--- config.mk ---
export PLATFORM = sky130hd
export DESIGN_NAME = ahb_master_if
export DESIGN_NICKNAME = d
export VERILOG_FILES = /design/src/rtl/ahb_master_if.sv
export SDC_FILE = /design/constraint.sdc
export NUM_CORES = 1
export LEC_CHECK = 0
export CAP_MARGIN = 20
export CORE_MARGIN = 1.5
export CORE_UTILIZATION = 40
export CTS_CLUSTER_DIAMETER = 30
export DETAILED_ROUTE_END_ITERATION = 12
export PLACE_DENSITY_LB_ADDON = 0.15
export SLEW_MARGIN = 20
export SYNTH_ARGS = -nofsm -noshare
export SYNTH_HDL_FRONTEND = slang
export SYNTH_SLANG_ARGS = --single-unit
--- constraint.sdc ---
create_clock -name hclk -period 11 [get_ports hclk]
set_input_delay 1.1 -clock hclk [delete_from_list [all_inputs] [get_ports hclk]]
set_output_delay 1.1 -clock hclk [all_outputs]
set_load 0.05 [all_outputs]
--- src/rtl/ahb_master_if.sv ---
// Per-master AHB request front end: arbitrates for the bus and runs one
// single NONSEQ transfer per beat, returning one response per beat.
module ahb_master_if #(
    parameter int ADDR_W  = 32,
    parameter int DATA_W  = 32,
    parameter int TIMEOUT = 64
) (
    input  logic              hclk,
    input  logic              hreset,
    input  logic              cmd_valid,
    output logic              cmd_ready,
    input  logic              cmd_write,
    input  logic [ADDR_W-1:0] cmd_addr,
    input  logic [DATA_W-1:0] cmd_wdata,
    input  logic [3:0]        cmd_len,
    input  logic [1:0]        cmd_sel,
    output logic              hreq,
    output logic [1:0]        sel,
    input  logic              hgrant,
    output logic [ADDR_W-1:0] haddr,
    output logic [1:0]        htrans,
    output logic              hwrite,
    output logic [2:0]        hsize,
    output logic [DATA_W-1:0] hwdata,
    input  logic [DATA_W-1:0] hrdata,
    input  logic              hready,
    input  logic              hresp,
    output logic              rsp_valid,
    output logic [DATA_W-1:0] rsp_rdata,
    output logic              rsp_err,
    output logic              rsp_last,
    output logic              busy
);

    typedef enum logic [1:0] {S_IDLE, S_REQ, S_ADDR, S_DATA} state_t;

    localparam logic [1:0] HTRANS_IDLE   = 2'b00;
    localparam logic [1:0] HTRANS_NONSEQ = 2'b10;
    localparam logic [2:0] HSIZE_WORD    = 3'b010;
    localparam int         TMO_W         = (TIMEOUT < 2) ? 1 : $clog2(TIMEOUT + 1);
    localparam logic [TMO_W-1:0] TMO_LAST = TMO_W'((TIMEOUT > 0) ? TIMEOUT - 1 : 0);

    state_t              state_q;
    logic                write_q;
    logic [ADDR_W-1:0]   addr_q;
    logic [DATA_W-1:0]   wdata_q;
    logic [4:0]          beats_q;
    logic [TMO_W-1:0]    tmo_q;

    logic                cmd_ready_q, hreq_q, hwrite_q, busy_q;
    logic [1:0]          sel_q, htrans_q;
    logic [ADDR_W-1:0]   haddr_q;
    logic [2:0]          hsize_q;
    logic [DATA_W-1:0]   hwdata_q, rsp_rdata_q;
    logic                rsp_valid_q, rsp_err_q, rsp_last_q;

    logic progress, tmo_abort, beat_err, beat_final, cmd_end;

    // Progress is any phase handshake; the timeout only fires when none happens.
    assign progress   = (state_q == S_REQ && hgrant) ||
                        ((state_q == S_ADDR || state_q == S_DATA) && hready);
    assign tmo_abort  = (TIMEOUT != 0) && (state_q != S_IDLE) && !progress &&
                        (tmo_q == TMO_LAST);
    assign beat_err   = (state_q == S_DATA) && hready && hresp;
    assign beat_final = (state_q == S_DATA) && hready && !hresp && (beats_q == 5'd1);
    assign cmd_end    = tmo_abort || beat_err || beat_final;

    always_ff @(posedge hclk or posedge hreset) begin
        if (hreset) begin
            state_q     <= S_IDLE;
            write_q     <= 1'b0;
            addr_q      <= '0;
            wdata_q     <= '0;
            beats_q     <= '0;
            tmo_q       <= '0;
            cmd_ready_q <= 1'b0;
            hreq_q      <= 1'b0;
            sel_q       <= '0;
            haddr_q     <= '0;
            htrans_q    <= HTRANS_IDLE;
            hwrite_q    <= 1'b0;
            hsize_q     <= '0;
            hwdata_q    <= '0;
            rsp_valid_q <= 1'b0;
            rsp_rdata_q <= '0;
            rsp_err_q   <= 1'b0;
            rsp_last_q  <= 1'b0;
            busy_q      <= 1'b0;
        end else begin
            rsp_valid_q <= 1'b0;
            rsp_err_q   <= 1'b0;
            rsp_last_q  <= 1'b0;

            unique case (state_q)
                S_IDLE: begin
                    cmd_ready_q <= 1'b1;
                    if (cmd_valid && cmd_ready_q) begin
                        write_q     <= cmd_write;
                        addr_q      <= cmd_addr;
                        wdata_q     <= cmd_wdata;
                        beats_q     <= {1'b0, cmd_len} + 5'd1;
                        tmo_q       <= '0;
                        sel_q       <= cmd_sel;
                        hreq_q      <= 1'b1;
                        busy_q      <= 1'b1;
                        cmd_ready_q <= 1'b0;
                        state_q     <= S_REQ;
                    end
                end
                S_REQ: begin
                    if (hgrant) begin
                        tmo_q    <= '0;
                        htrans_q <= HTRANS_NONSEQ;
                        haddr_q  <= addr_q;
                        hwrite_q <= write_q;
                        hsize_q  <= HSIZE_WORD;
                        state_q  <= S_ADDR;
                    end else begin
                        tmo_q <= tmo_q + 1'b1;
                    end
                end
                S_ADDR: begin
                    if (hready) begin
                        tmo_q    <= '0;
                        htrans_q <= HTRANS_IDLE;
                        haddr_q  <= '0;
                        hwrite_q <= 1'b0;
                        hsize_q  <= '0;
                        hwdata_q <= write_q ? wdata_q : '0;
                        state_q  <= S_DATA;
                    end else begin
                        tmo_q <= tmo_q + 1'b1;
                    end
                end
                S_DATA: begin
                    if (hready) begin
                        tmo_q       <= '0;
                        hwdata_q    <= '0;
                        rsp_valid_q <= 1'b1;
                        if (!hresp) begin
                            if (!write_q) rsp_rdata_q <= hrdata;
                            beats_q <= beats_q - 5'd1;
                            addr_q  <= addr_q + ADDR_W'(4);
                            state_q <= S_REQ;
                        end
                    end else begin
                        tmo_q <= tmo_q + 1'b1;
                    end
                end
                default: state_q <= S_IDLE;
            endcase

            // NOTE: these non-blocking assignments come last, so they override the per-state ones above.
            if (cmd_end) begin
                state_q     <= S_IDLE;
                hreq_q      <= 1'b0;
                sel_q       <= '0;
                busy_q      <= 1'b0;
                cmd_ready_q <= 1'b1;
                htrans_q    <= HTRANS_IDLE;
                haddr_q     <= '0;
                hwrite_q    <= 1'b0;
                hsize_q     <= '0;
                hwdata_q    <= '0;
                rsp_valid_q <= 1'b1;
                rsp_last_q  <= 1'b1;
                rsp_err_q   <= tmo_abort || beat_err;
            end
        end
    end

    assign cmd_ready = cmd_ready_q;
    assign hreq      = hreq_q;
    assign sel       = sel_q;
    assign haddr     = haddr_q;
    assign htrans    = htrans_q;
    assign hwrite    = hwrite_q;
    assign hsize     = hsize_q;
    assign hwdata    = hwdata_q;
    assign rsp_valid = rsp_valid_q;
    assign rsp_rdata = rsp_rdata_q;
    assign rsp_err   = rsp_err_q;
    assign rsp_last  = rsp_last_q;
    assign busy      = busy_q;

endmodule

# Word level (Yosys, flattened, before mapping)
# Cells that the tools add are included.
classes:
  n_eq_ne: 13
  reduce_logical: 30
  mux: 52
  n_bitwise: 2
  add_sub_neg: 4
op_table:
  columns: ["operator", "count"]
  rows:
  - ["$mux 32", 9]
  - ["$pmux 32 s2", 3]
  - ["$add 32x3->32 const B", 1]
  - ["$mux 2", 11]
  - ["$mux 7", 3]
  - ["$pmux 7 s3", 1]
  - ["$mux 5", 3]
  - ["$ne 3x3->1 const B", 5]
  - ["$mux 1", 14]
  - ["$pmux 5 s2", 1]
  - ["$logic_and 1x1->1", 9]
  - ["$mux 3", 3]
  - ["$pmux 2 s4", 1]
  - ["$reduce_and 4->1", 2]
  - ["$reduce_bool 2->1", 4]
  - ["$add 7x1->7 const B", 1]
  - ["$eq 7x6->1 const B", 1]
  - ["$ne 2x2->1 const B", 3]
  - ["$pmux 3 s2", 1]
  - ["$reduce_and 3->1", 2]
  - ["$reduce_bool 3->1", 2]
  - ["$add 4x1->5 const B", 1]
  - ["$eq 5x1->1 const B", 1]
  - ["$reduce_and 5->1", 1]
  - ["other kinds (11)", 18]
totals:
  input_bits: 109
  out_inout_bits: 110
  regBits: 188

# Longest topological paths before layout
depth:
  word_depth: 11
  mapped_depth: 9
  mapped_depth_nobuf: 7

# Least setup slack after synthesis
# Ideal clock, no wire load.
synth_path:
  path_type: "input-to-reg"
  startpoint: "in cmd_valid"
  endpoint: "reg wdata_q[0]"
  stages: 4
  arrival_time_ps: 2261
  slack_ps: 8614
  required_ps: 10875
  path_cell_list: "nand3_1 > clkbuf_1 > buf_1 > mux2_2"
synth_between:
  elab_chain_len: 2
synth_rtl:
  columns: ["item", "line_no", "text"]
  rows:
  - ["start, declared", "10", "input logic cmd_valid,"]
  - ["$logic_and 1x1->1", "97", "if (cmd_valid && cmd_ready_q) begin"]
  - ["$reduce_and 2->1 (no line)", null, null]
  - ["end signal, assigned", "100", "wdata_q <= cmd_wdata;"]
  - ["end, declared", "46", "logic [DATA_W-1:0] wdata_q;"]
# Every way passes these cells.
# A chain may end at the register's enable or synchronous reset.

# Final worst setup path
layout_path:
  startpoint: "in cmd_valid"
  endpoint: "reg addr_q[23]"
layout_between:
  elab_chain_len: 3
layout_rtl:
  columns: ["item", "line_no", "text"]
  rows:
  - ["$logic_and 1x1->1", "97", null]
  - ["$ne 2x2->1 (no line)", null, null]
  - ["$reduce_and 4->1 (no line)", null, null]
  - ["end signal, assigned", "99", "addr_q <= cmd_addr;"]
  - ["end signal, assigned", "143", "addr_q <= addr_q + ADDR_W'(4);"]
  - ["end, declared", "45", "logic [ADDR_W-1:0] addr_q;"]
# Every way passes these cells.

==> impl_metrics.toml <==
[outcome]
outcome = "finished, final reports clean"

[critical_path]
crit_type = "input pin to register"
crit_chain = "clkdlybuf4s50_1, a21boi_2, a21o_1, nor2_1, a311o_1"
r2r_start = "state_q[0]"
required_ns = 11.31
end_kind = "register"
r2r_end = "addr_q[25]"
r2r_cells = 7
slowest_delay_ns = 0.78
r2r_slack_ns = 8.08
cp-start-kind = "input pin"
critPathMaxFanout = 30
arrival_ns = 3.27
cp_slowest_cell = "a21o_1"

[floorplanning]
rows = 52
core_area_um2 = 20100
die_x_um = 146
initial_core_util = 0.405
fp.dieH_um = 146
fp.dieArea_um2 = 21200
io_pins = 219

[yosys]
syn_area_per_cell_um2 = 11.1
netlist_area_um2 = 8140
synth_enable_flop_cells = 0
synth_warnings = 0
async_reset_ff_frac = 1.00
ys.flop_type = "dfrtp_1"
ys_ff_latch = 184
synth_cells = 736
synthDistinctLibCells = 59
ys_seq_area_frac = 0.565

[cts]
cts_buffer_depth = 2
ctsRootBufferMaster = "clkbuf_16"
holdBufCountCts = 0
insertion_delay_ns = 0.44
cts_made_buffers = 17
cts_tree = "built"
cts_resized = 0
htree_levels = 4
cts_post_setup_buffers_inserted = 0
clk_pin_slew_worst_paths_ns = 0.07
cts_sinks = 184

[hold_path]
hold_end = "haddr[0]"
min_path_cells = 1
hp-start = "addr_q[0]"
min_path_type = "register to register"

[placement]
hpwl_mm = 14.1
pre_cts_ws_ns = 7.58
portBuffers = 215
gp_congestion = 0.819

[cells_and_area]
drive_above_1_share = 0.135
area_delta_synth_final_pct = 36.3
fillers = 1731
final_nets = 1053
n_antenna_cell = 0

[timing]
fin_ws_ns = 8.04
setup_viol = 0
tns_ns = 0
max_freq_mhz = 338
skew_ns = 0.0168
report.final.slew_viol_count = 0
min_period_ns = 2.96
period_share = 0.269
worst_pin_slew_ns = 0.963
max_slew_margin = 0.358
rsz0062_at_grt = "no"
finalHoldViolCount = 0

[pwr]
vdd_ir_drop_max_uv = 181
powerDensity_nw_per_um2 = 321
leakagePower_nw = 4.61
total_power_mw = 3.57

[grt]
grt_max_degree = 76
grt_pass1_vias = 6382
grt_usage = 0.207
busiest_layer = "met2"
antenna_found_initial = 0
overflow = 0
grtUsageMet1 = 0.288
grt_util_met3 = 0.0668
use_met2 = 0.316
grt_pass1_wl_mm = 34.9

[detailed_routing]
ant_nets = 0
vias = 6392
drtIter0Drc = 351
wl_per_cell_um = 17.5
drt-pass1-iter-count = 5
drc_errors = 0
wl_mm = 21.3
avgViaCountPerCell = 5.26

[run]
cap_violations = 0
Yosys cell counts (2+ instances only):
| master | number | area share |
|---|---|---|
| nand2b_1 | 7 | 0.0054 |
| nand4_1 | 9 | 0.0069 |
| o21bai_1 | 2 | 0.0018 |
| inv_1 | 12 | 0.0055 |
| ha_1 | 11 | 0.017 |
| or3_1 | 2 | 0.0015 |
| or4_1 | 2 | 0.0018 |
| buf_4 | 6 | 0.0055 |
| a21o_1 | 2 | 0.0018 |
| a211oi_1 | 2 | 0.0018 |
| clkbuf_1 | 22 | 0.010 |
| nor3b_1 | 2 | 0.0018 |
| o211ai_1 | 3 | 0.0028 |
| clkbuf_2 | 2 | 0.0012 |
| a31oi_1 | 3 | 0.0023 |
| mux2_2 | 67 | 0.093 |
| a2bb2oi_1 | 7 | 0.0075 |
| nor3_2 | 2 | 0.0025 |
| o22ai_1 | 9 | 0.0069 |
| a22o_1 | 33 | 0.035 |
| buf_2 | 11 | 0.0068 |
| and3_1 | 5 | 0.0038 |
| buf_1 | 10 | 0.0046 |
| nor2_1 | 19 | 0.0088 |
| nor3_1 | 14 | 0.0086 |
| nor2b_1 | 4 | 0.0031 |
| a21oi_1 | 69 | 0.042 |
| nor4_1 | 2 | 0.0015 |
| o311ai_0 | 2 | 0.0022 |
| o32ai_1 | 3 | 0.0032 |
| nand2_1 | 80 | 0.037 |
| o31ai_1 | 5 | 0.0046 |
| or3_4 | 2 | 0.0028 |
| and4_1 | 2 | 0.0022 |
| dfrtp_1 | 184 | 0.57 |
| nand3_1 | 58 | 0.036 |
| mux2i_1 | 7 | 0.0086 |
| and2_1 | 2 | 0.0015 |
| o21ai_0 | 32 | 0.020 |
flip-flops by register name, summed over array words and instances, names as in the netlist, 2 cells and up:
name and count:
hwdata 32, tmo_q 7, sel 2, haddr 32, beats_q 5, addr_q 32, rsp_rdata 32, wdata_q 32
state_q 2
worst max path at each step:
stage | cells after the start | startpoint | slack (ns) | end
2_1_floorplan | 1 | hreset | 4.90 | addr_q[0]
3_3_place_gp | 5 | cmd_valid | 7.63 | addr_q[23]
3_5_place_dp | 5 | cmd_valid | 7.58 | addr_q[23]
4_1_cts | 5 | cmd_valid | 8.05 | addr_q[23]
5_1_grt | 5 | cmd_valid | 7.87 | addr_q[23]
6_report | 5 | cmd_valid | 8.04 | addr_q[23]
logic make-up (layout without fill, tap and decap cells):
logic type,after synthesis,after routing,synth area share
compound gates,183,183,0.145
xor+xnor,2,2,0.00215
fa+ha+maj,11,11,0.0169
buf+inv,63,271,0.0338
flops,184,184,0.565
mux,74,74,0.101
other cells,1,3,0.000461
simple gates,218,218,0.135
worst max-delay path, delay by kind of cell:
family | cells | cell delay, ns
buffers and inverters | 1 | 0.47
and+or+nand+nor | 1 | 0.11
AOI/OAI and AO/OA | 3 | 1.58
layer usage:
metal,up-vias,share of wire
met5,-,0
met4,0,0.0085
met3,15,0.067
met2,192,0.47
met1,3126,0.46
li1,3059,-
final cells by class:
cell class / count / area (µm²) / area share
clock buffers: 18 / 429 / 0.0387
clock inverters: 14 / 131 / 0.0118
inverters: 12 / 50.0 / 0.00451
multi-input cells: 491 / 3300 / 0.298
flip-flops and latches: 184 / 4600 / 0.415
well taps: 270 / 338 / 0.0304
repair buffers: 227 / 2240 / 0.202
where the power goes:
group	switching (mW)	leakage, nW	total (mW)	internal [mW]
Combinational	1.13	2.04	1.79	0.653
Clock	0.290	0.266	0.590	0.299
Sequential	0.218	2.30	1.19	0.973
layout by cell type (no fill, tap or decap), types with 5 or more instances in the layout:
cell / synthesis / final
a21oi_1: 69 / 68
a22o_1: 33 / 33
a2bb2oi_1: 7 / 7
and3_1: 5 / 5
buf_4: 6 / 12
clkbuf_16: 0 / 17
clkdlybuf4s50_1: 0 / 215
dfrtp_1: 184 / 184
ha_1: 11 / 10
inv_1: 12 / 11
inv_6: 0 / 7
mux2_2: 67 / 67
mux2i_1: 7 / 7
nand2_1: 80 / 80
nand2b_1: 7 / 7
nand3_1: 58 / 57
nand4_1: 9 / 9
nor2_1: 19 / 18
nor3_1: 14 / 13
o21ai_0: 32 / 32
o22ai_1: 9 / 9
o31ai_1: 5 / 5
through the flow:
| step | cells | hold slack [ns] | area [µm²] | utilization |
|---|---|---|---|---|
| after floorplan | 738 | 0.462 | 8150 | - |
| after global placement | 1184 | 0.473 | 10500 | 0.524 |
| after detailed placement | 1184 | 0.489 | 10500 | 0.524 |
| after CTS | 1216 | 0.495 | 11100 | 0.552 |
| after global routing | 1216 | 0.517 | 11100 | 0.552 |
| final | 1216 | 0.492 | 11100 | 0.552 |
No activity file was read; power rests on OpenSTA's default activity.
